### src/rtl/texture_scan_loader.sv
// rtl/texture_scan_loader.sv - scan-pad frame deserializer that issues texture byte writes
//
// Purpose: captures 20-bit frames from a two-phase scan interface
// (phi1 master / phi2 slave clocks, latch commit, serial data). The
// interface is asynchronous to clk. Each valid frame becomes one
// texture write. The block raises load_done after TEX_WORDS writes
// have been accepted.
//
// Ports:
//   clk, rst_n          system clock, async active-low reset
//   scan_phi1/phi2      scan master/slave clock pads (async)
//   scan_latch          frame commit pad (async)
//   scan_data           serial data pad (async)
//   tex_wr_valid/ready  texture write handshake
//   tex_wr_addr/data    texture byte address / byte
//   load_done           sticky, TEX_WORDS writes accepted
//   err_flags           sticky {phase, overrun, frame}
module texture_scan_loader #(
  parameter int SYNC_STAGES = 2,
  parameter int TEX_WORDS   = 2048
) (
  input  logic        clk,
  input  logic        rst_n,
  input  logic        scan_phi1,
  input  logic        scan_phi2,
  input  logic        scan_latch,
  input  logic        scan_data,
  output logic        tex_wr_valid,
  input  logic        tex_wr_ready,
  output logic [10:0] tex_wr_addr,
  output logic [7:0]  tex_wr_data,
  output logic        load_done,
  output logic [2:0]  err_flags
);

  typedef enum logic [1:0] {ST_SHIFT, ST_WRITE, ST_DONE} state_e;

  localparam logic [11:0] LAST_IDX = 12'(TEX_WORDS - 1);

  // Pad synchronizers, bit order {data, latch, phi2, phi1}
  logic [3:0] sync_q [SYNC_STAGES];

  always_ff @(posedge clk or negedge rst_n) begin
    if (!rst_n) begin
      for (int i = 0; i < SYNC_STAGES; i++) sync_q[i] <= '0;
    end else begin
      sync_q[0] <= {scan_data, scan_latch, scan_phi2, scan_phi1};
      for (int i = 1; i < SYNC_STAGES; i++) sync_q[i] <= sync_q[i-1];
    end
  end

  logic phi1_s, phi2_s, latch_s, data_s;
  assign phi1_s  = sync_q[SYNC_STAGES-1][0];
  assign phi2_s  = sync_q[SYNC_STAGES-1][1];
  assign latch_s = sync_q[SYNC_STAGES-1][2];
  assign data_s  = sync_q[SYNC_STAGES-1][3];

  state_e      state_q;
  logic [2:0]  prev_q;      // {latch, phi2, phi1} from the previous cycle
  logic        master_q;
  logic [19:0] shreg_q;
  logic [4:0]  bit_cnt_q;
  logic [11:0] acc_cnt_q;
  logic        valid_q;
  logic [10:0] addr_q;
  logic [7:0]  data_q;
  logic        done_q;
  logic [2:0]  err_q;

  logic phase_clash_d, phi1_rise_d, phi2_rise_d, latch_rise_d, frame_ok_d;

  // Overlapping phi1/phi2 is a host timing fault; any edge seen in that
  // cycle is untrustworthy, so both are suppressed.
  assign phase_clash_d = phi1_s & phi2_s;
  assign phi1_rise_d   = phi1_s & ~prev_q[0] & ~phase_clash_d;
  assign phi2_rise_d   = phi2_s & ~prev_q[1] & ~phase_clash_d;
  assign latch_rise_d  = latch_s & ~prev_q[2];
  // Guard bit was shifted first, so it sits at the top after 20 shifts
  assign frame_ok_d    = (bit_cnt_q == 5'd20) && !shreg_q[19];

  always_ff @(posedge clk or negedge rst_n) begin
    if (!rst_n) begin
      state_q   <= ST_SHIFT;
      prev_q    <= '0;
      master_q  <= 1'b0;
      shreg_q   <= '0;
      bit_cnt_q <= '0;
      acc_cnt_q <= '0;
      valid_q   <= 1'b0;
      addr_q    <= '0;
      data_q    <= '0;
      done_q    <= 1'b0;
      err_q     <= '0;
    end else begin
      prev_q <= {latch_s, phi2_s, phi1_s};

      // Shifting runs in SHIFT and WRITE so the next frame can stream in
      if (state_q != ST_DONE) begin
        if (phase_clash_d) err_q[2] <= 1'b1;
        if (phi1_rise_d) master_q <= data_s;
        if (phi2_rise_d) shreg_q <= {shreg_q[18:0], master_q};
        if (latch_rise_d)
          bit_cnt_q <= '0;
        else if (phi2_rise_d && bit_cnt_q != 5'd31)
          bit_cnt_q <= bit_cnt_q + 5'd1;
      end

      case (state_q)
        ST_SHIFT: begin
          if (latch_rise_d) begin
            if (frame_ok_d) begin
              addr_q  <= shreg_q[18:8];
              data_q  <= shreg_q[7:0];
              state_q <= ST_WRITE;
            end else begin
              err_q[0] <= 1'b1;
            end
          end
        end
        ST_WRITE: begin
          // Valid rises one cycle after the frame is committed
          if (!valid_q) begin
            valid_q <= 1'b1;
          end else if (tex_wr_ready) begin
            valid_q   <= 1'b0;
            acc_cnt_q <= acc_cnt_q + 12'd1;
            if (acc_cnt_q == LAST_IDX) begin
              state_q <= ST_DONE;
              done_q  <= 1'b1;
            end else begin
              state_q <= ST_SHIFT;
            end
          end
          // A commit while a write is still pending is dropped
          if (latch_rise_d) err_q[1] <= 1'b1;
        end
        default: begin
        end
      endcase
    end
  end

  assign tex_wr_valid = valid_q;
  assign tex_wr_addr  = addr_q;
  assign tex_wr_data  = data_q;
  assign load_done    = done_q;
  assign err_flags    = err_q;

endmodule

### config.mk
export PLATFORM = sky130hd
export DESIGN_NAME = texture_scan_loader
export DESIGN_NICKNAME = d
export VERILOG_FILES = /design/src/rtl/texture_scan_loader.sv
export SDC_FILE = /design/constraint.sdc
export NUM_CORES = 1
export LEC_CHECK = 0
export CAP_MARGIN = 20
export CORE_MARGIN = 1.5
export CORE_UTILIZATION = 30
export DETAILED_ROUTE_END_ITERATION = 12
export GPL_ROUTABILITY_DRIVEN = 1
export HOLD_SLACK_MARGIN = 0.03
export PLACE_DENSITY_LB_ADDON = 0.05
export SLEW_MARGIN = 5
export SYNTH_ARGS = -nofsm -noshare
export SYNTH_HDL_FRONTEND = slang
export SYNTH_SLANG_ARGS = --single-unit
### constraint.sdc
create_clock -name clk -period 5.9 [get_ports clk]
set_input_delay 0.59 -clock clk [delete_from_list [all_inputs] [get_ports clk]]
set_output_delay 0.59 -clock clk [all_outputs]
set_load 0.005 [all_outputs]
==> impl_metrics.tcl, run 1 <==
set metrics [dict create \
    wl_mm 4.998 \
    grt_start_max_net_pins 76 \
    post_cts_hold_buffer_count 0 \
    met2RoutedLength_mm 2.434 \
    status "complete, no violations" \
    drt_first_iter_violations 17 \
    finalHoldViolations 0 \
    route.vias.total 1658 \
    power_density_nw_per_um2 317.4 \
    setup-tns-final_ps 0 \
    placement.io_buffers 30 \
    place.gp.congestion 0.7441 \
    final_cell_area_sq_um 3538 \
    finClkSkew_ps 10.16 \
    max_freq_mhz 434.0 \
    netSwitchingFraction_pct 23.77 \
    synthesis.area_sq_um 2889 \
    slew_viol_final 0 \
    synth_top_cells_by_count "dfrtp_1, mux2_2, nor2_1" \
    share_comb_of_total_power_pct 8.4 \
    final_nets 244 \
    worst_hold_class "flop to flop" \
    dpl.cell_count 350 \
    power.switching_uw 266.9 \
    first_pass_iters 4 \
    timing.critical_path.from_type "flop" \
    cts.path.max_buffers 2 \
    internal_power_uw 856.2 \
    drcViolationCount 0 \
    ys_seq_elements 75 \
    dieWidth_um 101.1 \
    category_of_the_most_critical_setup_path "flop to flop" \
    netlist_instances 196 \
    final_util_pct 38.11 \
    fp.coreArea_sq_um 9284 \
    cts-resized-gates 0 \
    drv_cap 0 \
    first_global_vias 1709 \
    power_frac_clock_pct 37.2 \
    cts.sinks 75 \
    synthesis.nets 207 \
    worstPathMaxFanout 20 \
    antenna_found_initial 0 \
    final.min_clock_period_ps 2304 \
    grt.overflow.total 0 \
    postRouteAntennaNets 0 \
    setup-violations-final 0 \
    placed_cell_area_sq_um 3321 \
    post_drt_wl_per_cell_um 13.66 \
    synth-async-reset-ratio_pct 100.0 \
    cp_data_required_time_ps 6120 \
    avgViaCountPerCell 4.530 \
    slew_headroom_pct 29.68 \
    cts-htree-levels 3 \
    cell_row_count 35 \
    final_period_utilization_pct 39.06 \
    synth-edff-count 0 \
    area.growth.synth_to_final_pct 22.48 \
    p_leak_uw 0.001665 \
    synth.yosys.seq_area_share_pct 64.96 \
    root_buffer "clkbuf_8" \
    post-synth-top-area-cell "dfrtp_1" \
    drt-met1-wl_mm 2.249 \
    met3_length_um 190 \
    synth_area_leaders "dfrtp_1, mux2_2, xnor2_1" \
    final_layout_size_suffix_gt1_share_pct 27.00 \
    floorplan.io_pins 31 \
    worst_pin_slew_ps 1052 \
    non_filler_instance_count_after_layout 366 \
    grt_pass1_wl_mm 8.500 \
    worstSkewPairLatency_ps 340 \
    synth_area_per_cell_sq_um 14.74 \
    critPathCaptureType "flop" \
    track_usage_pct 11.13 \
    peakVddDrop_mv 0.1242 \
    post-dp-hpwl_mm 3.275 \
    layout.area.seq_sq_um 1877 \
    cts-buffers-inserted 9 \
    top_metal_layer_carrying_routed_signals "met4" \
    die_area_sq_um 10230 \
    dieHeight_um 101.1 \
    most_numerous_cell_in_the_yosys_netlist "dfrtp_1" \
    num_antenna_cells 0 \
    netlist-cell-type-count 30 \
    initial_utilization_pct 31.12 \
    clk_transition_reported_paths_ps 80 \
    multiInputGateArea_sq_um 962.2 \
    yosys_warnings 0 \
    grt_setup_unrepaired "false" \
    cts_tree "done" \
    timing.critical_path.arrival_ps 2520 \
    yosysTopAreaCellShare_pct 64.96 \
    power.sequential.fraction_pct 54.4 \
    post-cts-setup-buffer-count 0 \
    filler_cell_count 899 \
    synth_top_flop_cell "dfrtp_1" \
]
## per-layer routing
metal	up-vias	track usage [%]
met5	-	0
met4	0	6.731
met3	11	2.761
met2	38	17.24
met1	856	14.12
li1	753	-
## worst max-delay path, cell delays in order (launching register included)
cell	delay (ps)
dfrtp_1	430
inv_1	80
ha_1	130
and4bb_2	230
nand3_1	730
mux2_2	570
## layout make-up
| cell class | instances | area share [%] |
|---|---|---|
| multi-input cells | 110 | 27.19 |
| flip-flops and latches | 75 | 53.04 |
| repair buffers | 31 | 8.734 |
| clock buffers | 10 | 3.607 |
| clock inverters | 5 | 2.228 |
| well taps | 129 | 4.562 |
| inverters | 6 | 0.6365 |
## final timing paths
check	start	cells after the start	end	slack, ps
setup / recovery	bit_cnt_q[0]$_DFFE_PN0P_	5	tex_wr_addr[3]$_DFFE_PN0P_	3600
hold / removal	sync_q[5]$_DFF_PN0_	0	phi2_s$_DFF_PN0_	350
setup reg to reg	bit_cnt_q[0]$_DFFE_PN0P_	5	tex_wr_addr[3]$_DFFE_PN0P_	3600
hold reg to reg	sync_q[5]$_DFF_PN0_	0	phi2_s$_DFF_PN0_	350
max in group asynchronous	rst_n	1	err_flags[1]$_DFFE_PN0P_	4920
min in group asynchronous	rst_n	1	tex_wr_addr[5]$_DFFE_PN0P_	370
## power by group through the flow
stage	Combinational (uW)	Clock, uW	Sequential [uW]
after floorplan	59.2	0	610
after global placement	89.7	0	617
after detailed placement	95.9	0	622
after CTS	96.9	433	612
after global routing	107	458	621
final	94.3	417	611
## sequential cells by signal, indices dropped and copies added (netlist names)
register      count
tex_wr_addr      11
data_s            1
bit_cnt_q         5
master_q          1
shreg_q          20
load_done         1
err_flags         3
tex_wr_data       8
tex_wr_valid      1
phi1_s            1
state_q           2
prev_q            3
acc_cnt_q        12
latch_s           1
phi2_s            1
sync_q            4
## through the flow
stage,power [uW],worst slack [ps],hold WS [ps]
after global routing,1186,3417,362.4
after CTS,1142,3527,353.5
final,1123,3596,350.2
after floorplan,669.2,4006,294.4
after detailed placement,718.2,3539,335.5
after global placement,707.1,3642,336.3
## cell usage in the layout (no fill, tap or decap), types with 2 or more instances in the layout
cell	synthesis	routed
nand2b_1	4	4
clkbuf_8	0	9
bufinv_16	0	2
dfrtp_1	75	75
a21o_1	2	2
clkinv_2	0	2
nand4_1	3	3
nand2_1	7	7
ha_1	4	4
clkdlybuf4s50_1	0	29
o21ai_0	3	3
a21oi_1	3	3
nor2_1	8	8
and3_1	2	2
nor2b_1	2	2
xnor2_1	6	6
mux2_2	42	42
nand3_1	5	5
a22o_1	2	2
xor2_1	5	5
inv_1	6	6
nor3_1	2	2
## cell families (layout without fill, tap and decap cells)
family	Yosys count	count (layout)	share of synthesized area [%]
DFF	75	75	64.96
muxes	42	42	16.37
and+or+nand+nor	42	42	9.398
AOI/OAI and AO/OA	11	11	2.468
xor gates and xnor gates	11	11	3.335
buffers and inverters	11	52	1.732
adders and majority gates	4	4	1.732
No activity file was read; power rests on OpenSTA's default activity.
==> run 2, diff against run 1 <==
Clock period 5.9 ns to 2.4 ns, I/O delays scaled along.
==> impl_metrics.tcl, run 2 (same netlist as run 1, synthesis figures left out) <==
set metrics [dict create \
    slew_headroom_pct 37.88 \
    cts.sinks 75 \
    finClkSkew_ps 12.97 \
    layout_commonest_cell "dfrtp_1" \
    slew_viol_final 0 \
    worst_r2r_endpoint "bit_cnt_q[3]$_DFFE_PN0P_" \
    final_nets 246 \
    timing.critical_path.depth 7 \
    dieWidth_um 101.1 \
    route.vias.total 1644 \
    initial_utilization_pct 31.12 \
    clk_transition_reported_paths_ps 80 \
    final_util_pct 38.36 \
    final_layout_size_suffix_gt1_share_pct 27.92 \
    status "complete, no violations" \
    root_buffer "clkbuf_8" \
    drt_first_iter_violations 41 \
    worstSkewPairLatency_ps 330 \
    postRouteAntennaNets 0 \
    worst_path_dominant_cell_family "simple AND/OR/NAND/NOR gates" \
    drv_cap 0 \
    worstPathMaxFanout 4 \
    first_global_vias 1764 \
    worstReg2RegStart "bit_cnt_q[0]$_DFFE_PN0P_" \
    setup-violations-final 0 \
    cts-buffers-inserted 9 \
    category_of_the_most_critical_setup_path "flop to flop" \
    cp_data_required_time_ps 2650 \
    wl_mm 4.984 \
    die_area_sq_um 10230 \
    placed_cell_area_sq_um 3343 \
    post-cts-setup-buffer-count 0 \
    timing.hold.ws_ps 30.40 \
    worstPathBufferInverterCount 0 \
    finalHoldViolations 0 \
    power_density_nw_per_um2 774.2 \
    cts_tree "done" \
    worst_hold_class "input port to async pin" \
    worst_pin_slew_ps 931.7 \
    largest-register "shreg_q" \
    crit_path_max_incr_delay_ps 430 \
    post-dp-hpwl_mm 3.351 \
    crit_slowest_cell "dfrtp_1" \
    grt_pass1_wl_mm 8.535 \
    first_pass_iters 4 \
    cell_row_count 35 \
    final_cell_area_sq_um 3561 \
    setup-tns-final_ps 0 \
    rr_worst_depth 7 \
    drcViolationCount 0 \
    crit_top_cell "ha_1" \
    cts-htree-levels 3 \
    p_leak_uw 0.001662 \
    critPathCaptureType "flop" \
    antenna_found_initial 0 \
    cts.path.max_buffers 2 \
    track_usage_pct 10.83 \
    dieHeight_um 101.1 \
    post_cts_hold_buffer_count 0 \
    r2r_setup_slack_ps 310 \
    layout.cells.most_common_list "dfrtp_1, mux2_2, clkdlybuf4s50_1, clkbuf_8, nor2_1" \
    timing.critical_path.arrival_ps 2330 \
    number_of_flip_flops_under_the_largest_register_name 20 \
    grt_start_max_net_pins 76 \
    critical_path_cell_list "ha_1 > and3_1 > ha_1 > nor4b_4 > nand4_1 > or4_1 > o21ai_0" \
    placement.io_buffers 30 \
    place.gp.congestion 0.6778 \
    final.min_clock_period_ps 2087 \
    fp.coreArea_sq_um 9284 \
    grt_setup_unrepaired "false" \
    max_freq_mhz 479.2 \
    cts-resized-gates 0 \
    timing.critical_path.from_type "flop" \
    floorplan.io_pins 31 \
    peakVddDrop_mv 0.3153 \
    num_antenna_cells 0 \
    post_drt_wl_per_cell_um 13.51 \
    grt.overflow.total 0 \
    avgViaCountPerCell 4.455 \
    final_period_utilization_pct 86.95 \
    area.growth.synth_to_final_pct 23.26 \
]
==> run 2: changes by cell type in the layout (fill, tap and decap cells not counted) <==
cell,before,now
clkinvlp_4,0,4
buf_4,1,4
clkinv_2,2,0
buf_6,1,0
clkinv_4,1,0
==> run 2: report_power, final <==
group | switching [uW] | internal, uW
combinational | 90.8 | 136
clock | 444 | 585
sequential | 112 | 1390
total | 646 | 2110
==> run 2: metrics by stage <==
step	std cells	power [uW]	setup WS, ps
after floorplan	196	1645	505.7
final	369	2757	313.2
after detailed placement	353	1761	330.3
after global routing	369	2915	201.1
after CTS	369	2822	315.1
after global placement	353	1739	462.5
==> run 2: how the worst max path moves through the flow <==
stage | from | end
floorplan | bit_cnt_q[0]$_DFFE_PN0P_ | bit_cnt_q[3]$_DFFE_PN0P_
global placement | bit_cnt_q[0]$_DFFE_PN0P_ | bit_cnt_q[3]$_DFFE_PN0P_
detailed placement | bit_cnt_q[0]$_DFFE_PN0P_ | bit_cnt_q[3]$_DFFE_PN0P_
CTS | bit_cnt_q[0]$_DFFE_PN0P_ | bit_cnt_q[3]$_DFFE_PN0P_
global route | bit_cnt_q[0]$_DFFE_PN0P_ | bit_cnt_q[3]$_DFFE_PN0P_
finish | bit_cnt_q[0]$_DFFE_PN0P_ | bit_cnt_q[3]$_DFFE_PN0P_
==> run 2: metal layers <==
metal	vias up	track usage [%]	wire length, um
met1	847	13.54	2297
met5	-	0	0
met4	0	4.594	55
met2	34	17.91	2454
met3	6	2.761	177
li1	757	-	-
==> run 2: cell type report <==
type / instances / area [sq um]
well taps: 129 / 161.4
clock buffers: 10 / 127.6
flip-flops and latches: 75 / 1877
repair buffers: 33 / 320.3
fillers: 887 / 5723
inverters: 6 / 22.52
clock inverters: 6 / 90.09
multi-input cells: 110 / 962.2
==> run 3, diff against run 2 <==
Settings changed: SKIP_LAST_GASP set to 1.
==> results of run 3 <==
The final DEF is identical to that of run 2; final timing and power are the same.
